--- src/rtl/seg7_scan_driver.sv ---
// seg7_scan_driver
// Time-multiplexes a 16-bit value onto a 4-digit common-anode 7-segment display
// as hex. The value is snapshotted once per scan frame so a digit never tears.
// Optional build macro: SEG7_LEADING_ZERO_BLANK_EN (blanks leading zero digits 3..1).
`timescale 1ns/1ps

module seg7_scan_driver #(
  parameter int REFRESH_DIV = 10000,  // clk cycles per digit slot, >= 2
  parameter int BLANK_CYC   = 8       // anode-off cycles at slot start, < REFRESH_DIV
) (
  input  logic        clk_10MHz_i,
  input  logic        rst_i,
  input  logic [15:0] data_i,
  input  logic        en_i,
  output logic [3:0]  an_o,
  output logic [6:0]  seg_o,
  output logic        dp_o,
  output logic        frame_o
);

  localparam int            PW         = $clog2(REFRESH_DIV);
  localparam logic [PW-1:0] PRESC_LAST = PW'(REFRESH_DIV - 1);
  localparam logic [PW-1:0] BLANK_END  = PW'(BLANK_CYC);

  logic [PW-1:0] presc_q, presc_d;
  logic [1:0]    idx_q, idx_d;
  logic [15:0]   shadow_q, shadow_d;
  logic [3:0]    an_q, an_d;
  logic [6:0]    seg_q, seg_d;
  logic          frame_q, frame_d;

  logic          tick;
  logic          boundary;
  logic [3:0]    digit_nib;
  logic          digit_blank;

  // Hex digit to active-low gfedcba segment pattern.
  function automatic logic [6:0] hex7(input logic [3:0] v);
    logic [6:0] s;
    case (v)
      4'h0: s = 7'h40;
      4'h1: s = 7'h79;
      4'h2: s = 7'h24;
      4'h3: s = 7'h30;
      4'h4: s = 7'h19;
      4'h5: s = 7'h12;
      4'h6: s = 7'h02;
      4'h7: s = 7'h78;
      4'h8: s = 7'h00;
      4'h9: s = 7'h10;
      4'hA: s = 7'h08;
      4'hB: s = 7'h03;
      4'hC: s = 7'h46;
      4'hD: s = 7'h21;
      4'hE: s = 7'h06;
      default: s = 7'h0E;
    endcase
    return s;
  endfunction

`ifdef SEG7_LEADING_ZERO_BLANK_EN
  // lead_zero[k]: nibble k and every nibble above it are zero.
  logic [3:1] lead_zero;
  genvar gi;
  generate
    for (gi = 1; gi < 4; gi++) begin : g_lead_zero
      assign lead_zero[gi] = (shadow_q[15:4*gi] == '0);
    end
  endgenerate
`endif

  // Select the nibble for the current slot and decide whether it is suppressed.
  always_comb begin
    digit_nib   = shadow_q[3:0];
    digit_blank = 1'b0;
    case (idx_q)
      2'd0: digit_nib = shadow_q[3:0];
      2'd1: digit_nib = shadow_q[7:4];
      2'd2: digit_nib = shadow_q[11:8];
      default: digit_nib = shadow_q[15:12];
    endcase
`ifdef SEG7_LEADING_ZERO_BLANK_EN
    case (idx_q)
      2'd1: digit_blank = lead_zero[1];
      2'd2: digit_blank = lead_zero[2];
      2'd3: digit_blank = lead_zero[3];
      default: digit_blank = 1'b0;  // digit 0 always shown
    endcase
`endif
  end

  // Next-state for the slot prescaler, digit index, snapshot and output registers.
  always_comb begin
    tick     = (presc_q == PRESC_LAST);
    boundary = tick && (idx_q == 2'd3);
    presc_d  = presc_q;
    idx_d    = idx_q;
    shadow_d = shadow_q;
    an_d     = 4'hF;
    seg_d    = 7'h7F;
    frame_d  = 1'b0;
    if (!en_i) begin
      // Display dark; keep tracking the input so re-enable shows a fresh value.
      presc_d  = '0;
      idx_d    = 2'd0;
      shadow_d = data_i;
    end else begin
      presc_d = tick ? '0 : presc_q + PW'(1);
      if (tick) begin
        idx_d = idx_q + 2'd1;
      end
      if (boundary) begin
        shadow_d = data_i;
      end
      frame_d = boundary;
      if ((presc_q >= BLANK_END) && !digit_blank) begin
        an_d  = ~(4'b0001 << idx_q);
        seg_d = hex7(digit_nib);
      end
    end
  end

  // State and output registers; reset forces the display dark at once.
  always_ff @(posedge clk_10MHz_i or posedge rst_i) begin
    if (rst_i) begin
      presc_q  <= '0;
      idx_q    <= 2'd0;
      shadow_q <= 16'h0000;
      an_q     <= 4'hF;
      seg_q    <= 7'h7F;
      frame_q  <= 1'b0;
    end else begin
      presc_q  <= presc_d;
      idx_q    <= idx_d;
      shadow_q <= shadow_d;
      an_q     <= an_d;
      seg_q    <= seg_d;
      frame_q  <= frame_d;
    end
  end

  assign an_o    = an_q;
  assign seg_o   = seg_q;
  assign frame_o = frame_q;
  assign dp_o    = 1'b1;

endmodule

--- config.mk ---
export PLATFORM = sky130hd
export DESIGN_NAME = seg7_scan_driver
export DESIGN_NICKNAME = d
export VERILOG_FILES = /design/src/rtl/seg7_scan_driver.sv
export SDC_FILE = /design/constraint.sdc
export NUM_CORES = 1
export LEC_CHECK = 0
export ABC_AREA = 0
export CORE_AREA = 3 3 58 81
export CTS_BUF_LIST = sky130_fd_sc_hd__clkbuf_4 sky130_fd_sc_hd__clkbuf_8
export CTS_CLUSTER_SIZE = 40
export DETAILED_ROUTE_END_ITERATION = 10
export DIE_AREA = 0 0 61 84
export PLACE_DENSITY = 0.79
export REMOVE_ABC_BUFFERS = 1
export SYNTH_ARGS = -nofsm -noshare
export SYNTH_HDL_FRONTEND = slang
export SYNTH_SLANG_ARGS = --single-unit
--- constraint.sdc ---
create_clock -name clk_10MHz_i -period 2.4 [get_ports clk_10MHz_i]
set_clock_uncertainty 0.2 [all_clocks]
set_input_delay 0.6 -clock clk_10MHz_i [delete_from_list [all_inputs] [get_ports clk_10MHz_i]]
set_output_delay 0.6 -clock clk_10MHz_i [all_outputs]
set_load 0.03 [all_outputs]
Yosys cells after proc, flatten, opt, wreduce, memory -nomap -nowiden
Memory sizes are Yosys's and may differ from the RTL's.
Cells that the tools add are included.
{"block": "totals", "regBits": 44, "latch_bits": 0, "mem_bits_rw": 0, "rom_bits": 112, "in_bits": 19, "output_inout_bits": 13, "elab_cells": 32, "memories": 1}
{"block": "classes", "add_sub_neg": 2, "n_mul": 0, "n_div": 0, "n_lt_le_gt_ge": 1, "eq_ne": 6, "shifts": 1, "mux": 12, "n_bitwise": 1, "reduce_logical": 2}
{"name": "(no name shown)", "words": 16, "word_bits": 7, "rd": 1, "rd_ports_with_merged_regs": 0, "wr": 0, "line": "40", "source": "case (v)"}
{"cell": "$mux 16", "count": 2}
{"cell": "$mux 14", "count": 2}
{"cell": "$add 14x1->14 const B", "count": 1}
{"cell": "$eq 14x14->1 const B", "count": 1}
{"cell": "$ge 14x4->1 const B", "count": 1}
{"cell": "$mux 7", "count": 2}
{"cell": "$pmux 4 s3", "count": 1}
{"cell": "$mux 4", "count": 2}
{"cell": "$eq 2x2->1 const B", "count": 2}
{"cell": "$mux 2", "count": 2}
{"cell": "$ne 2x1->1 const B", "count": 2}
{"cell": "$not 4->4", "count": 1}
{"cell": "$shl 1x2->4 const A", "count": 1}
{"cell": "$add 2x1->2 const B", "count": 1}
{"cell": "$eq 2x1->1 const B", "count": 1}
{"cell": "$logic_not 2->1", "count": 1}
{"cell": "$logic_and 1x1->1", "count": 1}
{"cell": "$mux 1", "count": 1}

Logic depth before layout (Yosys ltp)
Gate-level depths: netlist (run 1).
An unclocked memory read counts as a cell.
{"block": "depth", "depth_word": 5, "ltp_mapped": 10, "mapped_depth_nobuf": 10}

Least setup slack after synthesis (run 1)
OpenSTA, ideal clock, no wires.
{"block": "synth_path", "path_kind": "reg2reg", "from": "register idx_q[0]", "to": "register seg_q[5], in the netlist seg_o[5]", "setup_time_ns": 0.103, "t_arrival_ns": 1.904, "t_required_ns": 2.097, "path_slack_ns": 0.194, "path_stages_with_launch": 11, "path_cell_list": "dfrtp_1 inv_1 ha_1 a22oi_1 nand2_1 mux2i_1 inv_1 ha_1 nor2b_1 a21oi_1 o221ai_1"}
{"block": "synth_via", "elab_chain_cells": 5, "elab_cells_between_ends": 7, "cone_classes": "eq/ne (2); mux (3); reduce/logical (1); memory (1)"}
{"item": "from (decl)", "line": "26", "source": "logic [1:0] idx_q, idx_d;"}
{"item": "from (signal assigned)", "line": "134", "source": "idx_q <= idx_d;"}
{"item": "$eq 2x2->1 (tied with other cells)", "line": "76", "source": "case (idx_q)"}
{"item": "$pmux 4 s3 (*)", "line": "76"}
{"item": "$mem_v2 16x7 (*)"}
{"item": "$mux 7 (*)", "line": "116", "source": "if ((presc_q >= BLANK_END) && !digit_blank) begin"}
{"item": "$mux 7 (*)", "line": "102", "source": "if (!en_i) begin"}
{"item": "named net seg_d[5]", "line": "29", "source": "logic [6:0] seg_q, seg_d;"}
{"item": "to (signal assigned)", "line": "137", "source": "seg_q <= seg_d;"}
{"item": "to (decl)", "line": "29"}
Mark *: on every way through the listed nets, which the timed path passes. The rest lies on a longest branch.
A chain may end at the register's enable or synchronous reset.

Worst setup path after layout (run 1)
{"block": "layout_path", "from": "register an_q[2], in the netlist an_o[2]", "to": "output port an_o[2]"}
{"item": "from (decl)", "line": "28", "source": "logic [3:0] an_q, an_d;"}
{"item": "from (signal assigned)", "line": "136", "source": "an_q <= an_d;"}
{"item": "to (decl)", "line": "15", "source": "output logic [3:0] an_o,"}
No word-level cell between the ends.

==> results of run 1 <==
[power breakdown]
group          switching, mW  internal [mW]  leakage [nW]
combinational         0.0928          0.107         0.623
clock                  0.233          0.320        0.0586
sequential            0.0230          0.774         0.538
[stage by stage]
stage / std cells / area, sq um / setup WS (ns) / hold slack, ns
4_1_cts: 274 / 2711 / 0.03540 / 0.3113
3_5_place_dp: 266 / 2600 / 0.06616 / 0.2933
2_1_floorplan: 185 / 2173 / 0.1434 / 0.2684
6_report: 277 / 2744 / 0.1141 / 0.3103
5_1_grt: 277 / 2744 / -0.03608 / 0.3288
3_3_place_gp: 266 / 2600 / 0.1309 / 0.2877
[state kept, by name, indices dropped and copies added, names as in the netlist]
name      cells
frame_o       1
shadow_q     16
presc_q      14
idx_q         2
an_o          4
seg_o         7
[Yosys cell counts, types with 2 or more instances]
cell | n | area [sq um]
ha_1 | 13 | 162.7
dfrtp_1 | 33 | 825.8
xnor2_1 | 7 | 61.31
o21ai_0 | 3 | 15.01
mux2i_1 | 6 | 60.06
inv_1 | 12 | 45.04
and3_1 | 2 | 12.51
a21oi_1 | 3 | 15.01
mux2_2 | 7 | 78.83
o221ai_1 | 5 | 43.79
xor2_1 | 6 | 52.55
clkbuf_1 | 3 | 11.26
nand2b_1 | 2 | 12.51
mux2_4 | 10 | 150.1
nand3_1 | 6 | 30.03
dfstp_2 | 11 | 289.0
nor4_1 | 2 | 12.51
nand2_1 | 16 | 60.06
nor2_1 | 22 | 82.58
a222oi_1 | 3 | 30.03
nor3_1 | 2 | 10.01
[cell families (layout without fill, tap and decap cells)]
logic type               after synthesis  in the layout
flip-flops                            44             44
multiplexers                          23             23
other                                  1              1
XOR/XNOR                              13             13
adder cells (fa/ha/maj)               13             13
buffers and inverters                 18             61
AO/OA/AOI/OAI                         19             19
AND/OR/NAND/NOR                       60             60
[per-layer routing]
layer,GRT usage,vias to the layer above,wire length (microns)
li1,-,737,-
met3,0.03251,5,110
met2,0.2580,26,1852
met5,0,-,0
met1,0.2305,727,1808
met4,0.05917,0,44
[final cells by class]
| cell class | instances | area share |
|---|---|---|
| Clock inverter | 2 | 0.01277 |
| Inverter | 12 | 0.01642 |
| Timing Repair Buffer | 41 | 0.1441 |
| Clock buffer | 6 | 0.02782 |
| Sequential cell | 44 | 0.4063 |
| Tap cell | 43 | 0.01961 |
| Multi-Input combinational cell | 129 | 0.3730 |
[cell usage in the layout, fill, tap and decap left out, drive strengths merged, types with 2 or more instances in the layout]
cell and n:
dfrtp 33, clkdlybuf4s50 30, nor2 22, mux2 17, nand2 16, ha 13, inv 12, dfstp 11
buf 11, xnor2 7, nand3 6, xor2 6, clkbuf 6, mux2i 6, o221ai 5, a21oi 4
and3 4, a222oi 3, nor3 3, o21ai 3, nand2b 2, nor4 2
[final timing paths]
kind                       slack [ns]                startpoint  depth (start not counted)                       end
setup / recovery                 0.11         an_o[2]$_DFF_PP1_                          1                   an_o[2]
hold / removal                   0.31  shadow_q[12]$_DFFE_PP0P_                          1  shadow_q[12]$_DFFE_PP0P_
setup reg to reg                 0.17      idx_q[1]$_DFFE_PP0P_                          8        seg_o[1]$_DFF_PP1_
min in group asynchronous        0.56                     rst_i                          3   shadow_q[0]$_DFFE_PP0P_
max in group asynchronous        1.07                     rst_i                          3         an_o[0]$_DFF_PP1_
hold reg to reg                  0.31  shadow_q[12]$_DFFE_PP0P_                          1  shadow_q[12]$_DFFE_PP0P_
[repair_timing]
item,in CTS,in global routing
endpoints found under the setup margin,0,5
hold buffers,0,0
buffers inserted,0,3
resized for setup,0,6
endpoints found under the hold margin,0,0
==> impl_metrics.toml, run 1 <==
[layout]
final_core_util = 0.6825
fin_nets = 265
multi_input_area_sq_mm = 0.001023
n_fill_cell = 304
area_growth_pct = 23.76
drive_gt1_frac = 0.2479
n_antenna_cell = 0
sequential_cell_area_sq_mm = 0.001115

[synth]
synth-compound-area-share = 0.06772
ys_seq_area_frac = 0.5028
synthArstFlopShare = 1.000
synth_ff_type = "dfrtp_1"
syn_area_sq_mm = 0.002217
synth_top_family_by_area = "simple AND/OR/NAND/NOR gates"
synth_fa_ha_area_frac = 0.07336
synth-simple-area-share = 0.1326
synthMuxAreaShare = 0.1304
ys.warnings.count = 0
ys_types = 38
synth-xor-area-share = 0.05135
syn_area_per_cell_sq_um = 11.61
postSynthCellCount = 191
ys_ff_latch = 44
synth_edf_count = 0

[clock_tree]
clock_sinks = 44
clock_latency_ns = 0.29
numCtsBuffers = 5
root_buffer = "clkbuf_8"
h-tree-depth = 2
cts_tree = "built"
cts.clk_slew.worst_paths_ns = 0.08
cts_buffer_depth = 2

[critical_path]
cp.required_ns = 1.60
worst_setup_path_end_kind = "output port"
path_buf_inv = 1
crit_fanout = 1
start_kind = "flip-flop"
cp_slowest_stage_delay_ns = 0.66
critical-path-top-delay-family = "buffers and inverters"
crit_type = "flip-flop to output port"
cp_cell_sequence = "clkdlybuf4s50_1"
crit_path_top_delay_cell = "clkdlybuf4s50_1"
worstPathArrival_ns = 1.49

[floorplan]
chipWidth_microns = 61
dieArea_sq_mm = 0.005124
ios = 32
die_y_microns = 84
rows = 27
coreArea_sq_mm = 0.004020
initial_core_util = 0.5515

[sta]
setup_viol = 0
fin_crit_ns = 2.286
finalSetupTns_ns = 0
slew_headroom = 0.6469
hold_viol = 0
min_period_over_period = 0.9525
slew_violations = 0
worst_pin_slew_ns = 0.5297
timing.fmax_mhz = 437.5

[global_route]
grt.total_usage = 0.1675
grt_max_degree = 45
grt_pass1_wl_microns = 6596
grt_pass1_vias = 1472
grt_overflow_total = 0
grt_antenna_before_repair = 0

[route]
ant_nets = 0
drc_errors = 0
routed_wl_microns = 3815
initialDrtViolationCount = 48
dr_total_vias = 1495
first_pass_iters = 5
drt-wirelength-per-cell_microns = 13.77
drt-vias-per-instance = 5.397

[power_and_ir_drop]
power_mw = 1.550
ir_drop_uv = 378.8
p_leak_nw = 1.220
cellPowerDensity_mw_per_mm2 = 564.8

[flow_run]
maxCapViolCount = 0

[hold_path]
hp-class = "flip-flop to flip-flop"

[status]
outcome = "finished, final reports clean"

[placement]
dp.final_hpwl_microns = 2721
place_congestion = 0.8841
port_buffers = 30
Note: power is estimated with default switching activity, not from simulation.
==> run 2: changes to the inputs <==
CORE_AREA = 3 3 77 61   (was 3 3 58 81)
CTS_BUF_LIST = sky130_fd_sc_hd__clkbuf_8   (was sky130_fd_sc_hd__clkbuf_4 sky130_fd_sc_hd__clkbuf_8)
DIE_AREA = 0 0 80 64   (was 0 0 61 84)
PLACE_DENSITY = 0.8   (was 0.79)
==> run 2 against run 1 <==
Global-route usage is 1.6 points higher. Cell area up 2.0%. Cell count up 4.7%. Maximum frequency down 0.70%. Utilization grew 1.6 points. Count of clock-buffer cells in the layout fell by 1. Register-to-register slack worse by 0.06 ns. Via count up 1.5%. Sequential power barely moved. Sequential cell count is the same. Critical path type unchanged.
==> impl_metrics.toml, run 2 (synthesis results as in run 1) <==
[status]
outcome = "finished, final reports clean"

[floorplan]
initial_core_util = 0.5537
ios = 32
rows = 20
die_y_microns = 64
dieArea_sq_mm = 0.005120
chipWidth_microns = 80
coreArea_sq_mm = 0.004004

[global_route]
grt.total_usage = 0.1836
grt_antenna_before_repair = 0
grt_max_degree = 45
grt_pass1_wl_microns = 7079
grt_overflow_total = 0
grt_pass1_vias = 1491

[layout]
final_cell_mix = "dfrtp_1, clkdlybuf4s50_1, nor2_1, nand2_1, dfstp_2"
fin_nets = 266
n_fill_cell = 298
final_common_cell = "dfrtp_1"
largest_reg_flops = 16
finalNonFillerCells = 290
n_antenna_cell = 0
area_growth_pct = 26.18
largest-register = "shadow_q"
drive_gt1_frac = 0.2851

[critical_path]
path_buf_inv = 1
crit_fanout = 1
start_kind = "flip-flop"
crit_type = "flip-flop to output port"
crit_path_top_delay_cell = "clkdlybuf4s50_1"
startpoint = "seg_o[4]$_DFF_PP1_"
r2r-start = "idx_q[1]$_DFFE_PP0P_"
worstPathArrival_ns = 1.50
cp_slowest_stage_delay_ns = 0.68
worst_setup_path_end_kind = "output port"
cp.required_ns = 1.60
cp_cell_sequence = "clkdlybuf4s50_1"
critical-path-top-delay-family = "buffers and inverters"

[route]
routed_wl_microns = 4236
drc_errors = 0
dr_total_vias = 1518
drt-wirelength-per-cell_microns = 14.61
drt-vias-per-instance = 5.234
ant_nets = 0
initialDrtViolationCount = 95
first_pass_iters = 4

[power_and_ir_drop]
power_mw = 1.473
p_leak_nw = 1.221
ir_drop_uv = 260.2
cellPowerDensity_mw_per_mm2 = 526.5

[sta]
hold_viol = 0
fin_crit_ns = 2.302
min_period_over_period = 0.9592
timing.fmax_mhz = 434.4
setup_viol = 0
slew_violations = 0
finalSetupTns_ns = 0

[clock_tree]
cts_tree = "built"
numCtsBuffers = 5
hold_buffers = 0
cts.clk_slew.worst_paths_ns = 0.08
cts_buffer_depth = 2
clock_latency_ns = 0.30
clock_sinks = 44
h-tree-depth = 2
root_buffer = "clkbuf_8"

[hold_path]
hp-class = "flip-flop to flip-flop"
hold_start = "shadow_q[15]$_DFFE_PP0P_"

[placement]
port_buffers = 30
place_congestion = 0.8561
placedCellCount = 278
dp.final_hpwl_microns = 2987

[flow_run]
maxCapViolCount = 0
-- run 2: path summary, 6_finish.rpt --
path	to	slack (ns)	depth (start not counted)
worst min register to register	shadow_q[15]$_DFFE_PP0P_	0.32	1
worst max register to register	seg_o[3]$_DFF_PP1_	0.11	8
worst max-delay path	seg_o[4]	0.1	1
min in group asynchronous	presc_q[2]$_DFF_PP0_	0.45	3
worst min-delay path	shadow_q[15]$_DFFE_PP0P_	0.32	1
max in group asynchronous	seg_o[1]$_DFF_PP1_	1.29	3
-- run 2: timing repair --
action	4_1_cts	5_1_grt
endpoints found under the setup margin	2	7
gates resized for setup	1	16
pin swaps	1	2
setup buffers	2	2
-- run 2: layout make-up --
class | count | area, sq um | area share
Clock buffer | 5 | 68.82 | 0.02460
Clock inverter | 3 | 18.77 | 0.006708
Inverter | 12 | 45.04 | 0.01610
Multi-Input combinational cell | 129 | 1066 | 0.3810
Sequential cell | 44 | 1115 | 0.3985
Tap cell | 55 | 68.82 | 0.02460
Timing Repair Buffer | 42 | 415.4 | 0.1485
-- run 2: per-stage QoR --
| stage | hold slack, ns | cell area, sq um | setup WS (ns) | util |
|---|---|---|---|---|
| 3_5_place_dp | 0.3043 | 2628 | -0.05372 | 0.6563 |
| 2_1_floorplan | 0.2684 | 2173 | 0.1434 | - |
| 4_1_cts | 0.3246 | 2734 | 0.004043 | 0.6828 |
| 6_report | 0.3224 | 2798 | 0.09788 | 0.6988 |
| 5_1_grt | 0.3322 | 2798 | -0.01837 | 0.6988 |
| 3_3_place_gp | 0.2906 | 2628 | 0.1315 | 0.6563 |
-- run 2: metal layers --
layer / up-vias / track usage / part of all wire
met1: 733 / 0.2562 / 0.49
met4: 0 / 0.09494 / 0.017
met3: 7 / 0.04507 / 0.051
met2: 42 / 0.2645 / 0.44
li1: 736 / - / -
met5: - / 0 / 0
-- run 2: worst reg2reg max path, stage by stage (launching register included) --
cell and delay, ns:
dfrtp_1 0.38, buf_4 0.15, ha_4 0.17, a222oi_1 0.37
mux2i_2 0.19, buf_4 0.17, ha_1 0.26, a211oi_2 0.24
o21ai_1 0.09
-- run 2: power by group --
group	internal, mW	leakage, nW	switching [mW]
logic	0.116	0.635	0.106
clock network	0.203	0.0479	0.252
registers	0.774	0.538	0.0222
